**src/rtl/cacheline_bmem_adapter.sv**
```systemverilog
// ---------------------------------------------------------------------------
// cacheline_bmem_adapter
//
// Purpose:
//   Initiator side of the burst memory interface. A single 256-bit cache-line
//   read or write request from the last-level cache becomes one 4-beat,
//   64-bit burst on the burst memory bus, followed by a single one-cycle
//   completion pulse back to the cache.
//
// Ports:
//   clk, rst_n   - single clock, asynchronous active-low reset
//   dfp_addr     - line byte address from the cache (offset bits ignored)
//   dfp_read     - line read request, level, held until dfp_resp
//   dfp_write    - line write request, level, held until dfp_resp
//   dfp_wdata    - line to be written
//   dfp_rdata    - assembled read line, valid while dfp_resp is high
//   dfp_resp     - one-cycle completion pulse
//   bmem_addr    - line-aligned burst base address
//   bmem_read    - burst read request
//   bmem_write   - burst write request
//   bmem_wdata   - current write beat
//   bmem_rdata   - read beat from memory
//   bmem_resp    - beat valid (read) / beat strobe (write)
// ---------------------------------------------------------------------------
module cacheline_bmem_adapter #(
  parameter  int BUS_WIDTH  = 64,
  parameter  int BURST_LEN  = 4,
  localparam int LINE_WIDTH = BUS_WIDTH * BURST_LEN
) (
  input  logic                  clk,
  input  logic                  rst_n,

  input  logic [31:0]           dfp_addr,
  input  logic                  dfp_read,
  input  logic                  dfp_write,
  input  logic [LINE_WIDTH-1:0] dfp_wdata,
  output logic [LINE_WIDTH-1:0] dfp_rdata,
  output logic                  dfp_resp,

  output logic [31:0]           bmem_addr,
  output logic                  bmem_read,
  output logic                  bmem_write,
  output logic [BUS_WIDTH-1:0]  bmem_wdata,
  input  logic [BUS_WIDTH-1:0]  bmem_rdata,
  input  logic                  bmem_resp
);

  localparam int CNT_W  = (BURST_LEN > 1) ? $clog2(BURST_LEN) : 1;
  localparam int BSEL_W = $clog2(BUS_WIDTH);
  localparam int OFF_W  = $clog2(LINE_WIDTH / 8);

  localparam logic [CNT_W-1:0] LAST_BEAT = CNT_W'(BURST_LEN - 1);

  localparam logic [1:0] IDLE     = 2'd0;
  localparam logic [1:0] RD_BURST = 2'd1;
  localparam logic [1:0] WR_BURST = 2'd2;
  localparam logic [1:0] DONE     = 2'd3;

  logic [1:0]            state_q,    state_d;
  logic [CNT_W-1:0]      beat_cnt_q, beat_cnt_d;
  logic [31:0]           addr_q,     addr_d;
  logic [LINE_WIDTH-1:0] line_q,     line_d;

  // Bit offset of the current beat inside the line; beats are ascending with
  // no wrap, so this is just the beat counter scaled by the bus width.
  logic [CNT_W+BSEL_W-1:0] beat_lsb;
  assign beat_lsb = {beat_cnt_q, {BSEL_W{1'b0}}};

  // The byte offset within the line never reaches the bus: bursts always
  // start at the line base.
  logic unused_addr_bits;
  assign unused_addr_bits = &{1'b0, dfp_addr[OFF_W-1:0]};

  // Next-state logic. One line buffer serves both directions: it holds the
  // latched write line during a write burst and collects beats during a read.
  // The cache inputs are only looked at in IDLE, so changes mid-burst are
  // harmless.
  always_comb begin
    state_d    = state_q;
    beat_cnt_d = beat_cnt_q;
    addr_d     = addr_q;
    line_d     = line_q;
    case (state_q)
      IDLE: begin
        if (dfp_write) begin
          addr_d     = {dfp_addr[31:OFF_W], {OFF_W{1'b0}}};
          line_d     = dfp_wdata;
          beat_cnt_d = '0;
          state_d    = WR_BURST;
        end else if (dfp_read) begin
          addr_d     = {dfp_addr[31:OFF_W], {OFF_W{1'b0}}};
          beat_cnt_d = '0;
          state_d    = RD_BURST;
        end
      end
      RD_BURST: begin
        if (bmem_resp) begin
          line_d[beat_lsb +: BUS_WIDTH] = bmem_rdata;
          beat_cnt_d = beat_cnt_q + CNT_W'(1);
          if (beat_cnt_q == LAST_BEAT) state_d = DONE;
        end
      end
      WR_BURST: begin
        if (bmem_resp) begin
          beat_cnt_d = beat_cnt_q + CNT_W'(1);
          if (beat_cnt_q == LAST_BEAT) state_d = DONE;
        end
      end
      DONE: begin
        state_d = IDLE;
      end
      default: begin
        state_d = IDLE;
      end
    endcase
  end

  // State registers; an asynchronous reset abandons any burst in flight and
  // clears the line buffer so every output reads zero.
  always_ff @(posedge clk or negedge rst_n) begin
    if (!rst_n) begin
      state_q    <= IDLE;
      beat_cnt_q <= '0;
      addr_q     <= '0;
      line_q     <= '0;
    end else begin
      state_q    <= state_d;
      beat_cnt_q <= beat_cnt_d;
      addr_q     <= addr_d;
      line_q     <= line_d;
    end
  end

  // Bus-side outputs are decoded from registers only, so address and
  // request lines are glitch-free and held for the whole burst.
  assign bmem_addr  = addr_q;
  assign bmem_read  = (state_q == RD_BURST);
  assign bmem_write = (state_q == WR_BURST);
  assign bmem_wdata = (state_q == WR_BURST) ? line_q[beat_lsb +: BUS_WIDTH] : '0;

  assign dfp_resp   = (state_q == DONE);
  assign dfp_rdata  = line_q;

endmodule

```
**config.mk**
```make
export PLATFORM = sky130hd
export DESIGN_NAME = cacheline_bmem_adapter
export DESIGN_NICKNAME = d
export VERILOG_FILES = /design/src/rtl/cacheline_bmem_adapter.sv
export SDC_FILE = /design/constraint.sdc
export NUM_CORES = 1
export LEC_CHECK = 0
export CAP_MARGIN = 20
export CORE_AREA = 2 2 279 281
export CTS_CLUSTER_SIZE = 12
export DETAILED_ROUTE_END_ITERATION = 12
export DIE_AREA = 0 0 281 283
export GPL_TIMING_DRIVEN = 0
export HOLD_SLACK_MARGIN = 0.15
export MAX_ROUTING_LAYER = met4
export PLACE_DENSITY_LB_ADDON = 0.2
export SYNTH_ARGS = -nofsm -noshare
export SYNTH_HDL_FRONTEND = slang
export SYNTH_SLANG_ARGS = --single-unit
```
**constraint.sdc**
```tcl
create_clock -name clk -period 2.7 [get_ports clk]
set_input_delay 0.405 -clock clk [delete_from_list [all_inputs] [get_ports clk]]
set_output_delay 0.405 -clock clk [all_outputs]
set_load 0.02 [all_outputs]
```
==> results of run 1 <==
## cell type report
cell class / count / area (sq um) / share of cell area
multi-input cells: 845 / 9280 / 0.333
repair buffers: 733 / 7450 / 0.267
flip-flops and latches: 287 / 7180 / 0.258
plain buffers: 153 / 1310 / 0.0469
well taps: 1040 / 1300 / 0.0467
clock buffers: 59 / 1180 / 0.0425
clock inverters: 10 / 81.3 / 0.00292
diodes: 18 / 45.0 / 0.00162
inverters: 6 / 22.5 / 0.000809
## path summary, 6_finish.rpt
path / from / endpoint / slack (ps) / cells after the start
worst min register to register: bmem_addr[11] / bmem_addr[11] / 510 / 1
worst min-delay path: bmem_resp / beat_cnt_q[0] / 190 / 2
min in group asynchronous: rst_n / dfp_rdata[233] / 330 / 2
max in group asynchronous: rst_n / dfp_rdata[77] / 1220 / 4
worst max-delay path: beat_cnt_q[0] / bmem_wdata[51] / -20 / 7
worst max register to register: beat_cnt_q[1] / dfp_rdata[32] / 90 / 9
## power breakdown
| group | internal, mW | switching [mW] | total (mW) | leakage, nW |
|---|---|---|---|---|
| logic | 12.7 | 12.8 | 25.5 | 7.88 |
| clock network | 3.11 | 2.14 | 5.25 | 0.626 |
| registers | 6.54 | 2.17 | 8.72 | 3.49 |
## cell families after synthesis
logic type	synth area share
buf+inv	0.0613
flops	0.412
fa+ha+maj	0.00718
other cells	0.000215
mux	0.290
compound gates	0.155
simple gates	0.0750
## layer usage
layer | part of all wire | global-route usage
met5 | 0 | -
met4 | 0.020 | 0.0544
met3 | 0.078 | 0.0668
met2 | 0.50 | 0.404
met1 | 0.40 | 0.277
## registers in the layout (all words and copies together), names as in the netlist
name,count
dfp_rdata,256
beat_cnt_q,2
state_q,2
bmem_addr,27
## what timing repair did
item                                   CTS  global route
pin swaps                               11             5
cloned                                   4             0
buffers inserted                        19             5
hold buffers                             1             0
gates resized for setup                434            27
setup endpoints to repair              320           136
endpoints found under the hold margin   79             0
## cells in the mapped netlist
| master | instances | area, sq um |
|---|---|---|
| dfrtp_1 | 287 | 7180 |
| nor2b_1 | 133 | 832 |
| a41o_1 | 128 | 1280 |
| a32o_1 | 127 | 1270 |
| mux2_4 | 104 | 1560 |
| mux2_2 | 96 | 1080 |
| mux2_1 | 82 | 923 |
| and2_1 | 65 | 407 |
| mux4_2 | 64 | 1440 |
| clkbuf_1 | 52 | 195 |
| buf_6 | 50 | 563 |
| buf_2 | 41 | 205 |
| ha_1 | 10 | 125 |
| buf_4 | 7 | 52.6 |
| nand2_1 | 6 | 22.5 |
| inv_1 | 5 | 18.8 |
| a21oi_4 | 4 | 65.1 |
| buf_1 | 4 | 15.0 |
| nand3_1 | 4 | 20.0 |
| a21o_1 | 2 | 15.0 |
| mux2i_1 | 2 | 20.0 |
| o2bb2ai_1 | 2 | 17.5 |
| a211o_1 | 1 | 8.76 |
| a21bo_2 | 1 | 10.0 |
| a21oi_1 | 1 | 5.00 |
| a32oi_1 | 1 | 8.76 |
| and3b_4 | 1 | 12.5 |
| buf_8 | 1 | 15.0 |
| conb_1 | 1 | 3.75 |
| inv_2 | 1 | 3.75 |
| mux2i_4 | 1 | 22.5 |
| nand2b_1 | 1 | 6.26 |
| nand3b_1 | 1 | 7.51 |
| o211ai_1 | 1 | 7.51 |
| o21ai_0 | 1 | 5.00 |
| o22ai_1 | 1 | 6.26 |
==> impl_metrics.env, run 1 <==
export IMPL_fmax_mhz=368
export IMPL_syn_to_final_growth_pct=59.7
export IMPL_netlist_area_sq_mm=0.0174
export IMPL_rsz0062_at_grt="true"
export IMPL_ant_nets=0
export IMPL_cpMostUsedCell="buf_16"
export IMPL_cp_buffers_inverters=5
export IMPL_placedCellCount=3038
export IMPL_fp_row_count=102
export IMPL_dpl_cell_area_sq_mm=0.0259
export IMPL_fin_ws_ps=-15.9
export IMPL_cap_violations=0
export IMPL_ys_ff_latch=287
export IMPL_cts_buffer_depth=3
export IMPL_vias=15606
export IMPL_path_class="reg -> out"
export IMPL_fin_crit_ps=2720
export IMPL_crit_chain="buf_12, buf_16, buf_8, buf_16, mux4_2, and2_4, buf_6"
export IMPL_report_final_slew_viol_count=0
export IMPL_cpPeakStageDelay_ps=500
export IMPL_start_util=0.227
export IMPL_dieHeight_um=283
export IMPL_syn_inst=1289
export IMPL_wl_um=94000
export IMPL_fp_dieW_um=281
export IMPL_status="finished, violations left"
export IMPL_dpl_hpwl_um=69900
export IMPL_grt_first_pass_wirelength_um=132000
export IMPL_fp_dieArea_sq_mm=0.0795
export IMPL_drt_initial_drc_count=838
export IMPL_n_fill_cell=7585
export IMPL_hold_slack_ps=192
export IMPL_antenna_found_initial=20
export IMPL_cp_end_kind="primary output"
export IMPL_synth_distinct_cells=36
export IMPL_critical_path_arrival_ps=2310
export IMPL_crit_required_ps=2300
export IMPL_path_clk_slew_ps=60
export IMPL_firstDrtPassIters=5
export IMPL_setup_viol=4
export IMPL_post_route_util=0.363
export IMPL_clk_insertion_delay_late_ps=560
export IMPL_instances_no_fill=3151
export IMPL_power_mw=39.5
export IMPL_hold_path_class="in -> reg"
export IMPL_track_usage=0.238
export IMPL_mostFrequentLayoutCell="clkdlybuf4s50_1"
export IMPL_ir_worst_vdd_mv=0.693
export IMPL_wl_per_cell_um=29.8
export IMPL_p_leak_nw=12.0
export IMPL_ioPinCount=712
export IMPL_slew_limit_headroom=0.530
export IMPL_htreeDepth=2
export IMPL_portBuffers=700
export IMPL_numCtsBuffers=40
export IMPL_worst_pin_slew_ps=706
export IMPL_grt_max_degree=105
export IMPL_core_sq_mm=0.0767
export IMPL_yosys_warnings=0
export IMPL_crit_family="buffers and inverters"
export IMPL_slowest_stage="mux4_2"
export IMPL_min_period_over_period=1.01
export IMPL_violations="negative setup slack"
export IMPL_fin_nets=2433
export IMPL_finClkSkew_ps=13.5
export IMPL_via_per_inst=4.95
export IMPL_hold_viol=0
export IMPL_place_worst_setup_slack_ps=-1340
export IMPL_gp_congestion=0.854
export IMPL_drc=0
export IMPL_layout_cells_most_common_list="clkdlybuf4s50_1, dfrtp_1, nor2b_1"
export IMPL_tns_ps=-27.0
export IMPL_overflow=0
export IMPL_synth_area_per_cell_sq_um=13.5
export IMPL_path_max_fanout=8
export IMPL_seq_area_frac_synth=0.412
export IMPL_clock_root_buffer="clkbuf_16"
export IMPL_power_density_mw_per_mm2=1420
export IMPL_cp_start_kind="flip-flop"
export IMPL_stdcell_area_sq_mm=0.0279
export IMPL_cts_tree="built"
export IMPL_grt_pass1_vias=16701
export IMPL_cts_sinks=287
export IMPL_drive_above_1_share=0.282
Note: power is estimated with default switching activity, not from simulation.
==> inputs of run 2 (changes only) <==
- RECOVER_POWER: not set -> 25
==> run 2 against run 1 <==
The flow finishes with violations (max-capacitance violations, max-slew violations, negative setup slack). Clock skew shrank 1.9 ps. Design area shrank 0.19%. Via count shrank 0.10%. Register-to-register slack is essentially flat. Sequential cell count is the same. First-iteration DRC count grew 0.24%. Maximum frequency grew 0.11%. Combinational power is essentially flat. Total power is essentially flat. Non-clock buffer count is the same. Sequential share of layout area is essentially flat. Critical endpoint unchanged.
==> impl_metrics.env, run 2 (same netlist as run 1, synthesis figures left out) <==
export IMPL_drt_initial_drc_count=840
export IMPL_overflow=0
export IMPL_met2_usage=0.404
export IMPL_grt_max_degree=105
export IMPL_switchingPower_mw=17.1
export IMPL_fmax_mhz=369
export IMPL_cap_violations=1
export IMPL_cts_buffer_depth=3
export IMPL_p_leak_nw=12.0
export IMPL_clk_insertion_delay_late_ps=560
export IMPL_slew_limit_headroom=-0.0689
export IMPL_post_route_util=0.362
export IMPL_drive_above_1_share=0.282
export IMPL_hold_path_class="in -> reg"
export IMPL_report_final_slew_viol_count=105
export IMPL_cts_tree="built"
export IMPL_cts_sinks=287
export IMPL_power_density_mw_per_mm2=1420
export IMPL_grt_first_pass_wirelength_um=132000
export IMPL_violations="max-capacitance violations, max-slew violations, negative setup slack"
export IMPL_register_area_sq_mm=0.00718
export IMPL_cp_end_kind="primary output"
export IMPL_htreeDepth=2
export IMPL_drc=0
export IMPL_dpl_hpwl_um=69900
export IMPL_hold_depth=2
export IMPL_finClkSkew_ps=11.6
export IMPL_portBuffers=700
export IMPL_path_max_fanout=8
export IMPL_clock_root_buffer="clkbuf_16"
export IMPL_crit_required_ps=2300
export IMPL_status="finished, violations left"
export IMPL_numCtsBuffers=40
export IMPL_mostFrequentLayoutCell="clkdlybuf4s50_1"
export IMPL_gp_congestion=0.854
export IMPL_power_share_switching=0.434
export IMPL_met1_usage=0.277
export IMPL_multi_input_area_sq_mm=0.00928
export IMPL_cp_start_kind="flip-flop"
export IMPL_path_clk_slew_ps=60
export IMPL_cpPeakStageDelay_ps=490
export IMPL_fin_crit_ps=2710
export IMPL_critical_path_arrival_ps=2310
export IMPL_core_sq_mm=0.0767
export IMPL_setup_viol=4
export IMPL_cpMostUsedCell="buf_16"
export IMPL_firstDrtPassIters=5
export IMPL_syn_to_final_growth_pct=59.4
export IMPL_track_usage=0.238
export IMPL_clkPwrFrac=0.133
export IMPL_start_util=0.227
export IMPL_fp_row_count=102
export IMPL_hold_viol=0
export IMPL_power_share_sequential=0.221
export IMPL_crit_chain="buf_12, buf_16, buf_8, buf_16, mux4_2, and2_4, buf_6"
export IMPL_power_mw=39.5
export IMPL_vias=15590
export IMPL_path_class="reg -> out"
export IMPL_ioPinCount=712
export IMPL_slowest_stage="mux4_2"
export IMPL_rsz0062_at_grt="true"
export IMPL_p_int_mw=22.4
export IMPL_p_comb_frac=0.646
export IMPL_min_period_over_period=1.00
export IMPL_fin_ws_ps=-12.8
export IMPL_ir_worst_vdd_mv=0.686
export IMPL_gr_usage_met3=0.0668
export IMPL_ant_nets=0
export IMPL_r2r_cells=9
export IMPL_busiest_layer="met2"
export IMPL_fp_dieArea_sq_mm=0.0795
export IMPL_fp_dieW_um=281
export IMPL_worst_pin_slew_ps=1600
export IMPL_wl_um=94100
export IMPL_antenna_found_initial=20
export IMPL_dieHeight_um=283
export IMPL_wl_per_cell_um=29.9
export IMPL_via_per_inst=4.95
export IMPL_largest_reg_flops=256
export IMPL_grt_pass1_vias=16701
export IMPL_fin_nets=2433
export IMPL_layout_cells_most_common_list="clkdlybuf4s50_1, dfrtp_1, nor2b_1"
export IMPL_n_fill_cell=7587
[run 2: critical path, delay by kind of cell, from the launching register on]
family | cells | cell delay, ps
and+or+nand+nor | 1 | 170
DFF | 1 | 390
buffers and inverters | 5 | 690
muxes | 1 | 490
[run 2: per-stage QoR]
step	TNS, ps	hold slack, ps	setup slack (ps)	instance area [sq um]	instances
global placement	-3994010	491	-12930	25800	3033
detailed placement	-270450	303	-1340	25900	3038
global route	-6420	189	-103	27800	3150
CTS	-1020	153	-87.9	27700	3130
floorplan	0	109	323	17500	1293
finish	-30.6	187	-12.8	27800	3151
[run 2: path summary, 6_finish.rpt]
check                                    from        endpoint  slack (ps)
worst max-delay path            beat_cnt_q[0]  bmem_wdata[51]         -10
worst min-delay path                bmem_resp   beat_cnt_q[0]         190
worst max register to register  beat_cnt_q[1]   dfp_rdata[43]          90
worst min register to register  bmem_addr[11]   bmem_addr[11]         510
max in group asynchronous               rst_n   dfp_rdata[77]         200
min in group asynchronous               rst_n  dfp_rdata[169]         320
[run 2: layout make-up]
| type | count | area share |
|---|---|---|
| multi-input combinational | 845 | 0.334 |
| inverter | 6 | 0.000810 |
| antenna | 18 | 0.00162 |
| clock inverter | 10 | 0.00293 |
| tap | 1040 | 0.0468 |
| clock buffer | 59 | 0.0426 |
| buffer | 153 | 0.0469 |
| timing repair buffer | 733 | 0.266 |
| sequential | 287 | 0.258 |
[run 2: timing repair]
item                                    4_1_cts  5_1_grt
setup buffers                                19        5
endpoints found under the hold margin        79        0
pin swaps                                    11        5
hold buffers                                  1        0
gates resized for setup                     434       27
endpoints found under the setup margin      320      136
cloned                                        4        0
[run 2: power groups by stage]
| stage | combinational (mW) | clock, mW | sequential [mW] |
|---|---|---|---|
| final | 25.5 | 5.26 | 8.72 |
| after global routing | 26.9 | 5.60 | 8.95 |
| after CTS | 25.7 | 5.42 | 8.70 |
| after floorplan | 11.3 | 0 | 10.5 |
| after detailed placement | 24.5 | 0 | 8.74 |
| after global placement | 24.3 | 0 | 8.70 |
[run 2: metal layers]
layer | wire (um) | vias up
met2 | 47400 | 682
met3 | 7440 | 104
li1 | - | 6653
met5 | 0 | -
met1 | 37500 | 8151
met4 | 1820 | 0
==> inputs of run 3 (changes only) <==
- MAX_ROUTING_LAYER: met4 -> not set
- SKIP_LAST_GASP: not set -> 1
==> run 3 against run 2 <==
The flow still finishes with violations (max-capacitance violations, max-slew violations, negative setup slack). Clock-buffer cell count unchanged. First-iteration DRC count decreased by 2.1%. Critical path depth is the same. Combinational power about the same. Sequential cell count stayed put. Largest cell class unchanged. Clock skew up 2.5 ps. Utilization down 0.057 points.
==> impl_metrics.env, run 3 (same netlist as run 1, synthesis figures left out) <==
export IMPL_status="finished, violations left"
export IMPL_violations="max-capacitance violations, max-slew violations, negative setup slack"
export IMPL_path_class="reg -> out"
export IMPL_tns_ps=-19.9
export IMPL_wl_um=94100
export IMPL_wl_per_cell_um=30.0
export IMPL_power_mw=39.5
export IMPL_overflow=0
export IMPL_portBuffers=700
export IMPL_cap_violations=1
export IMPL_crit_chain="buf_12, buf_16, buf_8, buf_16, mux4_2, and2_4, buf_6"
export IMPL_antenna_found_initial=19
export IMPL_ioPinCount=712
export IMPL_report_final_slew_viol_count=105
export IMPL_fp_dieW_um=281
export IMPL_slew_limit_headroom=-0.0595
export IMPL_dpl_cell_area_sq_mm=0.0259
export IMPL_dpl_hpwl_um=69900
export IMPL_cts_sinks=287
export IMPL_largest_reg_flops=256
export IMPL_syn_to_final_growth_pct=59.2
export IMPL_rsz0062_at_grt="true"
export IMPL_drive_above_1_share=0.281
export IMPL_cp_start_kind="flip-flop"
export IMPL_path_max_fanout=8
export IMPL_cp_end_kind="primary output"
export IMPL_clock_root_buffer="clkbuf_16"
export IMPL_ir_worst_vdd_mv=0.698
export IMPL_r2r_cells=9
export IMPL_fp_dieArea_sq_mm=0.0795
export IMPL_cp_buffers_inverters=5
export IMPL_grt_first_pass_wirelength_um=132000
export IMPL_cts_tree="built"
export IMPL_drt_initial_drc_count=822
export IMPL_grt_pass1_vias=16702
export IMPL_hold_viol=0
export IMPL_hold_slack_ps=186
export IMPL_fin_ws_ps=-9.46
export IMPL_vias=15596
export IMPL_fin_nets=2433
export IMPL_critical_path_arrival_ps=2300
export IMPL_path_clk_slew_ps=60
export IMPL_fmax_mhz=369
export IMPL_gp_congestion=0.841
export IMPL_cpPeakStageDelay_ps=490
export IMPL_min_period_over_period=1.00
export IMPL_crit_required_ps=2300
export IMPL_numCtsBuffers=40
export IMPL_grt_max_degree=105
export IMPL_fp_row_count=102
export IMPL_stdcell_area_sq_mm=0.0278
export IMPL_place_worst_setup_slack_ps=-1340
export IMPL_fin_crit_ps=2710
export IMPL_ant_nets=0
export IMPL_worst_pin_slew_ps=1590
export IMPL_crit_cells=7
export IMPL_r2r_start="beat_cnt_q[1]"
export IMPL_hold_path_class="in -> reg"
export IMPL_htreeDepth=2
export IMPL_cpMostUsedCell="buf_16"
export IMPL_layout_cells_most_common_list="clkdlybuf4s50_1, dfrtp_1, nor2b_1"
export IMPL_reg2reg_to="dfp_rdata[32]"
export IMPL_p_leak_nw=12.0
export IMPL_n_fill_cell=7597
export IMPL_firstDrtPassIters=5
export IMPL_core_sq_mm=0.0767
export IMPL_dieHeight_um=283
export IMPL_mostFrequentLayoutCell="clkdlybuf4s50_1"
export IMPL_clk_insertion_delay_late_ps=550
export IMPL_cts_buffer_depth=3
export IMPL_slowest_stage="mux4_2"
export IMPL_setup_viol=4
export IMPL_track_usage=0.231
export IMPL_via_per_inst=4.96
export IMPL_finClkSkew_ps=14.1
export IMPL_r2r_slack_ps=60
export IMPL_endpoint="bmem_wdata[51]"
export IMPL_crit_family="buffers and inverters"
export IMPL_cp_startpoint="beat_cnt_q[0]"
export IMPL_start_util=0.227
export IMPL_power_density_mw_per_mm2=1420
export IMPL_drc=0
[run 3: area by class of cell]
class,instances,area [sq um],share of cell area
Sequential cell,287,7180,0.259
Tap cell,1040,1300,0.0469
Clock inverter,10,81.3,0.00293
Timing Repair Buffer,733,7380,0.266
Multi-Input combinational cell,845,9280,0.334
Antenna cell,9,22.5,0.000811
Inverter,6,22.5,0.000811
Buffer,153,1300,0.0469
Clock buffer,59,1180,0.0426
[run 3: metrics by stage]
stage / cells / utilization
4_1_cts: 3130 / 0.361
2_1_floorplan: 1293 / -
3_3_place_gp: 3033 / 0.336
3_5_place_dp: 3038 / 0.337
6_report: 3142 / 0.362
5_1_grt: 3141 / 0.362
[run 3: worst register-to-register path, delay by kind of cell, from the launching register on]
family	cells	cell delay, ps
AO/OA/AOI/OAI	1	290
adder cells (fa/ha/maj)	1	240
buffers and inverters	5	1110
flip-flops	1	430
multiplexers	1	310
AND/OR/NAND/NOR	1	140
[run 3: repair_timing]
action,CTS,global route
buffers inserted,19,5
cloned,4,0
hold buffers,1,0
pin swaps,9,6
endpoints found under the hold margin,79,0
resized for setup,425,29
setup endpoints to repair,320,140
[run 3: how the worst min path moves through the flow]
stage / startpoint / to / slack (ps) / depth (start not counted)
4_1_cts: bmem_resp / beat_cnt_q[0] / 150 / 2
3_5_place_dp: rst_n / dfp_rdata[41] / 300 / 1
6_report: bmem_resp / beat_cnt_q[0] / 190 / 2
2_1_floorplan: rst_n / beat_cnt_q[0] / 110 / 0
3_3_place_gp: bmem_addr[25] / bmem_addr[25] / 490 / 1
5_1_grt: bmem_resp / beat_cnt_q[0] / 190 / 2
[run 3: metal layers]
layer,share of wire,up-vias,global-route usage,routed length [um]
met5,0.0013,-,0,119
met4,0.027,18,0.0694,2550
met3,0.083,137,0.0711,7770
met2,0.50,675,0.397,46600
met1,0.39,8124,0.275,37100
li1,-,6642,-,-
[run 3: report_power, final]
group | leakage, nW | internal, mW | switching (mW) | total, mW
Clock | 0.626 | 3.11 | 2.14 | 5.25
Combinational | 7.85 | 12.7 | 12.9 | 25.5
Sequential | 3.49 | 6.54 | 2.17 | 8.71
Total | 12.0 | 22.3 | 17.2 | 39.5
